--- src/rtl/dm_arbiter_if.sv ---
`default_nettype none
// ============================================================================
// Module      : dm_arbiter_if
// Description : Bundles the two requester handshakes (m0 = CPU load/store,
//               m1 = DMA/debug) and the single-port data-memory bus.
//               Ports per requester N:
//                 mN_req/mN_we/mN_addr/mN_wd  requester -> arbiter
//                 mN_ack/mN_err/mN_rd         arbiter -> requester
//               Memory side:
//                 mem_we/mem_addr/mem_wd      arbiter -> memory
//                 mem_rd                      memory -> arbiter (comb. read)
//               Modport slave is the arbiter view; master is the view of
//               whatever drives the requesters and the memory.
// Revision    : 1.0 - initial release
// ============================================================================
interface dm_arbiter_if;
    logic        m0_req;
    logic        m0_we;
    logic [31:0] m0_addr;
    logic [31:0] m0_wd;
    logic        m0_ack;
    logic        m0_err;
    logic [31:0] m0_rd;

    logic        m1_req;
    logic        m1_we;
    logic [31:0] m1_addr;
    logic [31:0] m1_wd;
    logic        m1_ack;
    logic        m1_err;
    logic [31:0] m1_rd;

    logic        mem_we;
    logic [31:0] mem_addr;
    logic [31:0] mem_wd;
    logic [31:0] mem_rd;

    modport slave (
        input  m0_req, m0_we, m0_addr, m0_wd,
        output m0_ack, m0_err, m0_rd,
        input  m1_req, m1_we, m1_addr, m1_wd,
        output m1_ack, m1_err, m1_rd,
        output mem_we, mem_addr, mem_wd,
        input  mem_rd
    );

    modport master (
        output m0_req, m0_we, m0_addr, m0_wd,
        input  m0_ack, m0_err, m0_rd,
        output m1_req, m1_we, m1_addr, m1_wd,
        input  m1_ack, m1_err, m1_rd,
        input  mem_we, mem_addr, mem_wd,
        output mem_rd
    );
endinterface
`default_nettype wire

--- src/rtl/dm_arbiter.sv ---
`default_nettype none
// ============================================================================
// Module      : dm_arbiter
// Description : Round-robin arbiter sharing one single-port data memory
//               between two requesters with a req/ack handshake and address
//               bounds checking. Each transaction runs IDLE -> ACCESS -> RESP.
//               Ports:
//                 clk  - system clock
//                 rst  - asynchronous active-high reset
//                 bus  - dm_arbiter_if.slave (requester handshakes + memory)
// Revision    : 1.0 - initial release
// ============================================================================
module dm_arbiter #(
    parameter int unsigned DEPTH    = 100,
    parameter logic [31:0] ERR_CODE = 32'hDEAD
) (
    input  wire logic   clk,
    input  wire logic   rst,
    dm_arbiter_if.slave bus
);

    localparam logic [31:0] c_DEPTH = 32'(DEPTH);

    typedef enum logic [1:0] {
        S_IDLE   = 2'b00,
        S_ACCESS = 2'b01,
        S_RESP   = 2'b10
    } state_t;

    state_t      r_state;
    state_t      w_state_next;

    logic        r_ptr;       // requester that gets priority on a tie (0 = m0)
    logic        r_id;        // requester owning the current transaction
    logic        r_we;
    logic [31:0] r_addr;
    logic [31:0] r_wd;
    logic        r_in_range;  // compare resolved once, at latch time
    logic [31:0] r_rd0;
    logic [31:0] r_rd1;

    logic        w_any_req;
    logic        w_win_id;
    logic        w_win_we;
    logic [31:0] w_win_addr;
    logic [31:0] w_win_wd;
    logic [31:0] w_rd_value;

    // Winner selection: on a tie the pointer decides, otherwise the sole
    // requester wins (only-m1 yields 1, only-m0 yields 0).
    always_comb begin
        w_any_req  = bus.m0_req | bus.m1_req;
        w_win_id   = (bus.m0_req & bus.m1_req) ? r_ptr : bus.m1_req;
        w_win_we   = w_win_id ? bus.m1_we   : bus.m0_we;
        w_win_addr = w_win_id ? bus.m1_addr : bus.m0_addr;
        w_win_wd   = w_win_id ? bus.m1_wd   : bus.m0_wd;
        w_rd_value = r_in_range ? bus.mem_rd : ERR_CODE;
    end

    // State register
    always_ff @(posedge clk or posedge rst) begin
        if (rst) begin
            r_state <= S_IDLE;
        end else begin
            r_state <= w_state_next;
        end
    end

    // Next state and state-decoded outputs. The memory strobe is decoded
    // straight from the state so an async reset removes it instantly.
    always_comb begin
        w_state_next = r_state;
        bus.mem_we   = 1'b0;
        bus.mem_addr = 32'h0;
        bus.mem_wd   = 32'h0;
        bus.m0_ack   = 1'b0;
        bus.m0_err   = 1'b0;
        bus.m1_ack   = 1'b0;
        bus.m1_err   = 1'b0;
        case (r_state)
            S_IDLE: begin
                if (w_any_req) begin
                    w_state_next = S_ACCESS;
                end
            end
            S_ACCESS: begin
                w_state_next = S_RESP;
                bus.mem_we   = r_we & r_in_range;
                bus.mem_addr = r_addr;
                bus.mem_wd   = r_wd;
            end
            S_RESP: begin
                w_state_next = S_IDLE;
                bus.m0_ack   = ~r_id;
                bus.m0_err   = ~r_id & ~r_in_range;
                bus.m1_ack   = r_id;
                bus.m1_err   = r_id & ~r_in_range;
            end
            default: begin
                w_state_next = S_IDLE;
            end
        endcase
    end

    // Transaction latch, priority pointer and per-requester read data.
    // Read data is captured at the end of ACCESS, so a write returns the
    // word's contents from before the write.
    always_ff @(posedge clk or posedge rst) begin
        if (rst) begin
            r_ptr      <= 1'b0;
            r_id       <= 1'b0;
            r_we       <= 1'b0;
            r_addr     <= 32'h0;
            r_wd       <= 32'h0;
            r_in_range <= 1'b0;
            r_rd0      <= 32'h0;
            r_rd1      <= 32'h0;
        end else begin
            if ((r_state == S_IDLE) && w_any_req) begin
                r_id       <= w_win_id;
                r_ptr      <= ~w_win_id;
                r_we       <= w_win_we;
                r_addr     <= w_win_addr;
                r_wd       <= w_win_wd;
                r_in_range <= (w_win_addr < c_DEPTH);
            end
            if (r_state == S_ACCESS) begin
                if (r_id) begin
                    r_rd1 <= w_rd_value;
                end else begin
                    r_rd0 <= w_rd_value;
                end
            end
        end
    end

    assign bus.m0_rd = r_rd0;
    assign bus.m1_rd = r_rd1;

endmodule
`default_nettype wire

--- src/flat_wrapper.sv ---
// flat-port wrapper written by rule: the top's interface ports become plain ports
module dm_arbiter_flat 
#(
    parameter int unsigned DEPTH    = 100,
    parameter logic [31:0] ERR_CODE = 32'hDEAD
)
  (clk, rst, bus_m0_req, bus_m0_we, bus_m0_addr, bus_m0_wd, bus_m0_ack, bus_m0_err, bus_m0_rd, bus_m1_req, bus_m1_we, bus_m1_addr, bus_m1_wd, bus_m1_ack, bus_m1_err, bus_m1_rd, bus_mem_we, bus_mem_addr, bus_mem_wd, bus_mem_rd);
  dm_arbiter_if bus_i ();
  input  wire logic clk;
  input  wire logic rst;
  input wire logic [$bits(bus_i.m0_req)-1:0] bus_m0_req;
  input wire logic [$bits(bus_i.m0_we)-1:0] bus_m0_we;
  input wire logic [$bits(bus_i.m0_addr)-1:0] bus_m0_addr;
  input wire logic [$bits(bus_i.m0_wd)-1:0] bus_m0_wd;
  output wire logic [$bits(bus_i.m0_ack)-1:0] bus_m0_ack;
  output wire logic [$bits(bus_i.m0_err)-1:0] bus_m0_err;
  output wire logic [$bits(bus_i.m0_rd)-1:0] bus_m0_rd;
  input wire logic [$bits(bus_i.m1_req)-1:0] bus_m1_req;
  input wire logic [$bits(bus_i.m1_we)-1:0] bus_m1_we;
  input wire logic [$bits(bus_i.m1_addr)-1:0] bus_m1_addr;
  input wire logic [$bits(bus_i.m1_wd)-1:0] bus_m1_wd;
  output wire logic [$bits(bus_i.m1_ack)-1:0] bus_m1_ack;
  output wire logic [$bits(bus_i.m1_err)-1:0] bus_m1_err;
  output wire logic [$bits(bus_i.m1_rd)-1:0] bus_m1_rd;
  output wire logic [$bits(bus_i.mem_we)-1:0] bus_mem_we;
  output wire logic [$bits(bus_i.mem_addr)-1:0] bus_mem_addr;
  output wire logic [$bits(bus_i.mem_wd)-1:0] bus_mem_wd;
  input wire logic [$bits(bus_i.mem_rd)-1:0] bus_mem_rd;
  assign bus_i.m0_req = bus_m0_req;
  assign bus_i.m0_we = bus_m0_we;
  assign bus_i.m0_addr = bus_m0_addr;
  assign bus_i.m0_wd = bus_m0_wd;
  assign bus_m0_ack = bus_i.m0_ack;
  assign bus_m0_err = bus_i.m0_err;
  assign bus_m0_rd = bus_i.m0_rd;
  assign bus_i.m1_req = bus_m1_req;
  assign bus_i.m1_we = bus_m1_we;
  assign bus_i.m1_addr = bus_m1_addr;
  assign bus_i.m1_wd = bus_m1_wd;
  assign bus_m1_ack = bus_i.m1_ack;
  assign bus_m1_err = bus_i.m1_err;
  assign bus_m1_rd = bus_i.m1_rd;
  assign bus_mem_we = bus_i.mem_we;
  assign bus_mem_addr = bus_i.mem_addr;
  assign bus_mem_wd = bus_i.mem_wd;
  assign bus_i.mem_rd = bus_mem_rd;
  dm_arbiter #(.DEPTH(DEPTH), .ERR_CODE(ERR_CODE)) u_core (.clk(clk), .rst(rst), .bus(bus_i));
endmodule
--- config.mk ---
export PLATFORM = sky130hd
export DESIGN_NAME = dm_arbiter_flat
export DESIGN_NICKNAME = d
export VERILOG_FILES = /design/src/rtl/dm_arbiter_if.sv /design/src/rtl/dm_arbiter.sv /design/src/flat_wrapper.sv
export SDC_FILE = /design/constraint.sdc
export NUM_CORES = 1
export LEC_CHECK = 0
export ABC_AREA = 1
export CAP_MARGIN = 20
export CORE_UTILIZATION = 42
export DETAILED_ROUTE_END_ITERATION = 7
export GPL_TIMING_DRIVEN = 0
export HOLD_SLACK_MARGIN = 0.12
export PLACE_DENSITY = 0.93
export SETUP_SLACK_MARGIN = 0.5
export SYNTH_ARGS = -nofsm -noshare
export SYNTH_HDL_FRONTEND = slang
export SYNTH_SLANG_ARGS = --single-unit
--- constraint.sdc ---
create_clock -name clk -period 6.25 [get_ports clk]
set_input_delay 1.25 -clock clk [delete_from_list [all_inputs] [get_ports clk]]
set_output_delay 1.25 -clock clk [all_outputs]
set_load 0.005 [all_outputs]
# Word-level counts from Yosys, hierarchy flattened
# Cells that the tools add are included.
# op_classes
magnitude_cmp,1
eq_ne,3
muxes,14
n_bitwise,8
n_reduce_logical,4
# op_table
cell,count
two-way mux 32 bit,5
< comparator 32 x 7 -> 1 bit (second input constant),1
two-way mux 1 bit,7
bitwise AND 1 bit,4
one-hot mux 2 bit (2 select lines),1
AND reduction 2 bit,2
NOT 1 bit,3
equality test 2 x 1 -> 1 bit (second input constant),1
equality test 2 bit (second input constant),1
zero test 2 bit,1
two-way mux 2 bit,1
!= test 2 x 1 -> 1 bit (second input constant),1
logical AND 1 bit,1
OR 1 bit,1
# totals
register_bits,134
input_bits,166
output_inout_bits,133
word_cells,39

# Depth between registers and ports, before layout
# Gate-level depths: netlist of run 1.
# logic_depth
ltp_word,4
mapped_depth,12
depth_no_buf,11

# Worst setup path before layout of run 1
# No wires, ideal clock.
# synth_timing
path_kind,reg2out
start,reg u_core.r_state[0]
end,out bus_mem_addr[12]
t_arrival_ns,1.182
required_ns,5.000
path_slack_ns,3.818
stages_incl_launch_ff,7
n_path_buf,2
path_cell_list,dfrtp_1 > inv_1 > nor2_1 > inv_1 > clkbuf_1 > clkbuf_1 > nor2_1
# synth_via
elab_chain_cells,2
# synth_rtl
item,line_no,rtl
from (decl),dm_arbiter.sv:30,state_t r_state;
from (signal assigned),dm_arbiter.sv:65,r_state <= w_state_next;
equality test 2 x 1 -> 1 bit,dm_arbiter.sv:80,case (r_state)
two-way mux 32 bit,dm_arbiter.sv:80,
to (decl),flat_wrapper.sv:26,output wire logic [$bits(bus_i.mem_addr)-1:0] bus_mem_addr;
# No other way between the ends.

# Worst setup path in the final report of run 1
# layout_timing
start,reg u_core.r_state[0]
end,out bus_mem_addr[15]
# The elaborated chain is that of the path after synthesis.

==> results of run 1 <==
## kinds of logic after synthesis
logic type / after synthesis / share of synthesized area [%]
and+or+nand+nor: 417 / 27.5
buffers and inverters: 154 / 9.48
DFF: 134 / 52.3
AOI/OAI and AO/OA: 119 / 10.8
## final timing paths
path                            slack, ns  cells after the start           endpoint               from
worst min-delay path                 0.47                      1  u_core.r_state[1]  u_core.r_state[1]
worst min register to register       0.47                      1  u_core.r_state[1]  u_core.r_state[1]
min in group asynchronous            1.28                      2    u_core.r_wd[11]                rst
max in group asynchronous            4.22                      3   u_core.r_addr[4]                rst
worst max-delay path                 2.44                      7   bus_mem_addr[15]  u_core.r_state[0]
worst max register to register       4.34                      7     u_core.r_wd[4]       u_core.r_ptr
## power groups by stage
stage	sequential (µW)	clock (µW)	combinational (µW)
after global placement	1310	0	1660
after detailed placement	1330	0	1710
after CTS	1320	988	1730
after floorplan	1300	0	843
after global routing	1350	1030	1900
final	1320	980	1730
## flip-flops by register name, summed over array words and instances (netlist names)
name               cells
u_core.r_id            1
u_core.bus.m0_rd      32
u_core.r_state         2
u_core.r_ptr           1
u_core.r_wd           32
u_core.r_in_range      1
u_core.r_we            1
u_core.r_addr         32
u_core.bus.m1_rd      32
## layout make-up
class	count	area (µm²)	area share (%)
Buffer	55	236	2.31
Clock buffer	18	429	4.19
Clock inverter	14	150	1.47
Inverter	99	377	3.68
Multi-Input combinational cell	536	2460	24.0
Sequential cell	134	3350	32.7
Tap cell	184	230	2.25
Timing Repair Buffer	299	3010	29.4
## cell usage in the layout (no fill, tap or decap), types with 4 or more instances in the layout
cell and instances:
clkbuf_16 17, nand2_1 223, inv_1 95, buf_1 4, clkbuf_1 34, buf_2 15, nor2_1 81, nand3_1 79
o211ai_1 34, dfrtp_1 134, or2_2 15, o21ai_0 80, inv_6 4, nand3b_1 14, clkdlybuf4s50_1 298
## metrics by stage
stage,utilization [%],hold WS [ns],std cells
final,69.7,0.472,1339
after global routing,69.7,0.494,1339
after CTS,69.7,0.474,1339
after detailed placement,65.7,0.457,1307
after global placement,65.5,0.451,1306
after floorplan,-,0.436,824
## critical path, stage by stage, from the launching register on
cell,delay (ns)
dfrtp_1,0.35
inv_1,0.08
nor2_1,0.06
inv_1,0.13
clkbuf_1,0.47
clkbuf_1,0.46
nor2_1,0.12
clkdlybuf4s50_1,0.47
## metal layers
layer	wire, µm	up-vias
met5	0	-
met3	1660	57
met2	11000	374
met1	9000	3226
li1	-	3248
met4	802	0
==> metrics.yaml, run 1 <==
status: "finished with violations"
failed_checks: "design-rule violations"
drc: 20
die-area_mm2: 0.0158
syn_inst: 824
hold_viol: 0
nFillCells: 1081
grt_usage_pct: 29.0
use_met1_pct: 35.3
ctsHoldBuffers: 0
yosys_most_used_dff: "dfrtp_1"
clkLatencyLatePin_ns: 0.41
crit_path_end_kind: "output pin"
synthDominantCellAreaShare_pct: 52.3
min_period_ns: 3.81
fin_skew_ns: 0.00630
cts_setup_buffers: 0
route.vias.total: 6905
p_total_uw: 4030
core_area_mm2: 0.0147
numCtsBuffers: 17
yosysMostFrequentCell: "nand2_1"
ant_nets: 0
dp.final_hpwl_mm: 16.9
grt_overflow: 0
post_synth.cell_area_avg_um2: 7.79
htree_levels: 4
finalCritPeriodShare_pct: 60.9
setup_viol: 0
rsz0062_at_grt: "no"
clockRootBuffer: "clkbuf_16"
drv_cap: 0
wl_mm: 22.5
dieWidth_um: 126
finalSetupTns_ns: 0
power_frac_comb_pct: 42.9
intPower_uw: 2550
cts_buffer_depth: 2
power_leakage_uw: 0.00458
die_h_um: 126
synth_common_cells: "223 x nand2_1, 134 x dfrtp_1, 96 x inv_1"
p_per_area_mw_per_mm2: 393
layout.nets: 1308
clk_pin_slew_ns: 0.05
synth.distinct_cells: 21
drt-pass1-iter-count: 8
clkPwrFrac_pct: 24.3
via_per_inst: 5.16
num_rows: 44
setup_ws_ns: 2.44
syn2layout_area_growth_pct: 59.6
worstPathArrival_ns: 2.56
clock.fmax_mhz: 263
final_area_mm2: 0.0102
hold_path.class: "flop to flop"
cts.sinks: 134
synth_warnings: 0
syn_nets: 990
switching_power_uw: 1480
synth_enable_flop_cells: 0
ys_seq_area_share_pct: 52.3
pre_cts_ws_ns: 2.90
drt-initial-drc-count: 513
cp.required_ns: 5.00
grt_max_degree: 77
drv_slew: 0
grt_most_used_layer: "met2"
cts_resized: 0
start_util_pct: 43.7
drive_gt1_share_pct: 6.23
cp_max_fo: 10
path_class: "flop to output pin"
synthTopCellsByArea: "dfrtp_1 52%, nand2_1 13%, o21ai_0 6.2%"
synth_top_cell_by_area: "dfrtp_1"
wl_per_cell_um: 16.8
grt_pass1_vias: 7017
antennaDiodeCount: 0
cts_tree: "yes"
met2_usage_pct: 49.5
synthArstFlopShare_pct: 100
tightest_slew_ns: 0.582
grt_pass1_wl_mm: 35.6
io_buffers: 298
cp-start-kind: "flop"
dpl-instance-area_mm2: 0.00966
netlist_area_mm2: 0.00642
gp_congestion: 0.875
ys_ff_latch: 134
antenna_found_initial: 0
met3_usage_pct: 5.95
vdd.ir_drop.worst_v: 0.000197
seq_power_share_pct: 32.8
ios: 299
relSlewSlack_pct: 61.2
switching_share_pct: 36.7
Power figures use the tool's default switching activity.
==> run 2, diff against run 1 <==
--- a/config.mk
+++ b/config.mk
@@ -7,11 +7,11 @@
 export LEC_CHECK = 0
 export ABC_AREA = 1
 export CAP_MARGIN = 20
-export CORE_UTILIZATION = 42
+export CORE_UTILIZATION = 38
 export DETAILED_ROUTE_END_ITERATION = 7
 export GPL_TIMING_DRIVEN = 0
 export HOLD_SLACK_MARGIN = 0.12
-export PLACE_DENSITY = 0.93
+export PLACE_DENSITY = 0.89
 export SETUP_SLACK_MARGIN = 0.5
 export SYNTH_ARGS = -nofsm -noshare
 export SYNTH_HDL_FRONTEND = slang
==> constraint.sdc (replaced) <==
create_clock -name clk -period 3.1 [get_ports clk]
set_input_delay 0.62 -clock clk [delete_from_list [all_inputs] [get_ports clk]]
set_output_delay 0.62 -clock clk [all_outputs]
set_load 0.005 [all_outputs]
==> metrics.yaml, run 2 (same netlist as run 1, synthesis figures left out) <==
clkLatencyLatePin_ns: 0.41  # about the same
antenna_found_initial: 0  # unchanged
tightest_slew_ns: 0.533  # was 0.582 ns
wl_met2_mm: 10.9  # was 11.0 mm
failed_checks: "design-rule violations"  # unchanged
clock.fmax_mhz: 393
setup_ws_ns: 0.556  # was 2.44 ns
path_class: "flop to output pin"  # unchanged
via_per_inst: 4.91  # was 5.16
dp.final_hpwl_mm: 16.6  # was 16.9 mm
power_leakage_uw: 0.00533  # was 0.00458 µW
min_period_ns: 2.54
crit_path_end_kind: "output pin"  # unchanged
grt_max_degree: 45  # was 77
final_cell_mix: "247 x clkdlybuf4s50_1, 223 x nand2_1, 134 x dfrtp_1"  # was 298 x clkdlybuf4s50_1, 223 x nand2_1, 134 x dfrtp_1
slowest_delay_ns: 0.50  # was 0.47 ns
hold_path.class: "flop to flop"  # unchanged
die_h_um: 132  # was 126 µm
status: "finished with violations"  # unchanged
place_inst: 1345  # was 1307
cp_slowest_cell: "clkdlybuf4s50_1"  # was clkbuf_1
fin_cells: 1378  # was 1339
num_rows: 47  # was 44
grt_overflow: 0  # unchanged
drv_cap: 0  # unchanged
grt_pass1_wl_mm: 34.5  # was 35.6 mm
grt_pass1_vias: 6743  # was 7017
rsz0062_at_grt: "yes"  # was no
dieWidth_um: 132  # was 126 µm
dr_wl_met3_mm: 1.39  # was 1.66 mm
core_area_mm2: 0.0165  # was 0.0147 mm²
drive_gt1_share_pct: 8.12  # was 6.23%
drv_slew: 0  # unchanged
crit_chain: "nor2_2 -> inv_2 -> buf_8 -> buf_6 -> nor2_2 -> clkdlybuf4s50_1"  # was inv_1 -> nor2_1 -> inv_1 -> clkbuf_1 -> clkbuf_1 -> nor2_1 -> clkdlybuf4s50_1
start_util_pct: 38.8  # was 43.7%
cts_buffer_depth: 2  # unchanged
drc: 2  # was 20
numCtsBuffers: 17  # unchanged
worst_hold_slack_ns: 0.470  # was 0.472 ns
worstPathArrival_ns: 1.92  # was 2.56 ns
clk_pin_slew_ns: 0.06  # was 0.05 ns
finalSetupTns_ns: 0  # unchanged
hold_viol: 0  # unchanged
cp.required_ns: 2.48  # was 5.00 ns
io_buffers: 298  # unchanged
syn2layout_area_growth_pct: 63.7  # was 59.6%
cts_tree: "yes"  # unchanged
cts.sinks: 134  # unchanged
pre_cts_ws_ns: 0.264  # was 2.90 ns
cp_max_fo: 10  # unchanged
layout_commonest_cell: "clkdlybuf4s50_1"  # unchanged
ios: 299  # unchanged
route.vias.total: 6761  # was 6905
drt-pass1-iter-count: 7  # was 8
cp-start-kind: "flop"  # unchanged
wl_mm: 21.8  # was 22.5 mm
post-route-util_pct: 63.6  # was 69.7%
p_per_area_mw_per_mm2: 783  # was 393 mW/mm²
nFillCells: 1371  # was 1081
wl_per_cell_um: 15.9  # was 16.8 µm
ant_nets: 0  # unchanged
fin_skew_ns: 0.0114  # was 0.00630 ns
vdd.ir_drop.worst_v: 0.000395  # was 0.000197 V
drt-initial-drc-count: 392  # was 513
grt_usage_pct: 25.2  # was 29.0%
finalCritPeriodShare_pct: 82.0
antennaDiodeCount: 0  # unchanged
htree_levels: 4  # unchanged
wl_met1_mm: 8.95  # was 9.00 mm
layout.nets: 1311  # was 1308
relSlewSlack_pct: 64.5  # was 61.2%
die-area_mm2: 0.0174  # was 0.0158 mm²
setup_viol: 0  # unchanged
clockRootBuffer: "clkbuf_16"  # unchanged
gp_congestion: 0.895  # was 0.875
crit_top_cell: "nor2_2"
routed.top_layer: "met4"  # unchanged
run 2: changes by cell type in the layout (fill, tap and decap cells not counted), sizes merged:
cell / change
clkinvlp: +1
inv: -1
dlymetal6s2s: +37
buf: +10
clkbuf: -6
bufinv: +1
clkdlybuf4s50: -51
clkinv: -2
dlygate4sd2: +14
run 2: layout make-up:
type	count	area, µm²	share of cell area [%]
Buffer	55	287	2.73
Clock buffer	19	443	4.22
Clock inverter	13	170	1.62
Inverter	99	375	3.57
Multi-Input combinational cell	536	2480	23.6
Sequential cell	134	3350	31.9
Tap cell	220	275	2.62
Timing Repair Buffer	302	3130	29.7
run 2: repair_timing:
item	CTS	global route
setup buffers	0	1
hold buffers	0	0
resized for setup	36	53
endpoints found under the setup margin	67	49
pin swaps	1	1
cloned	0	0
run 2: critical path, delay by kind of cell, from the launching register on:
kind	cells	cell delay [ns]
buf+inv	4	0.88
simple gates	2	0.24
flops	1	0.40
run 2: path summary, 6_finish.rpt:
check | start | endpoint | slack [ns] | depth (start not counted)
setup / recovery | u_core.r_state[1] | bus_mem_addr[17] | 0.56 | 6
hold / removal | u_core.bus.m0_rd[2] | u_core.bus.m0_rd[2] | 0.47 | 2
setup reg to reg | u_core.r_state[0] | u_core.r_wd[17] | 1.19 | 7
hold reg to reg | u_core.bus.m0_rd[2] | u_core.bus.m0_rd[2] | 0.47 | 2
max in group asynchronous | rst | u_core.r_id | 1.67 | 4
min in group asynchronous | rst | u_core.bus.m0_rd[18] | 0.62 | 2
run 2: per-stage QoR:
stage / power (µW) / area (µm²)
finish: 8230 / 10500
global placement: 6010 / 9680
CTS: 8270 / 10400
floorplan: 4330 / 6420
global route: 8740 / 10500
detailed placement: 6130 / 9740
run 2: power by group:
part	switching [µW]	total, µW	internal, µW	leakage (µW)
registers	271	2650	2380	0.00169
logic	1910	3490	1570	0.00335
clock network	796	2090	1300	0.000291
total	2980	8230	5240	0.00533
run 2: per-layer routing:
metal	up-vias	track usage (%)
li1	3251	-
met1	3165	31.2
met2	297	43.4
met3	48	4.84
met4	0	10.1
met5	-	0
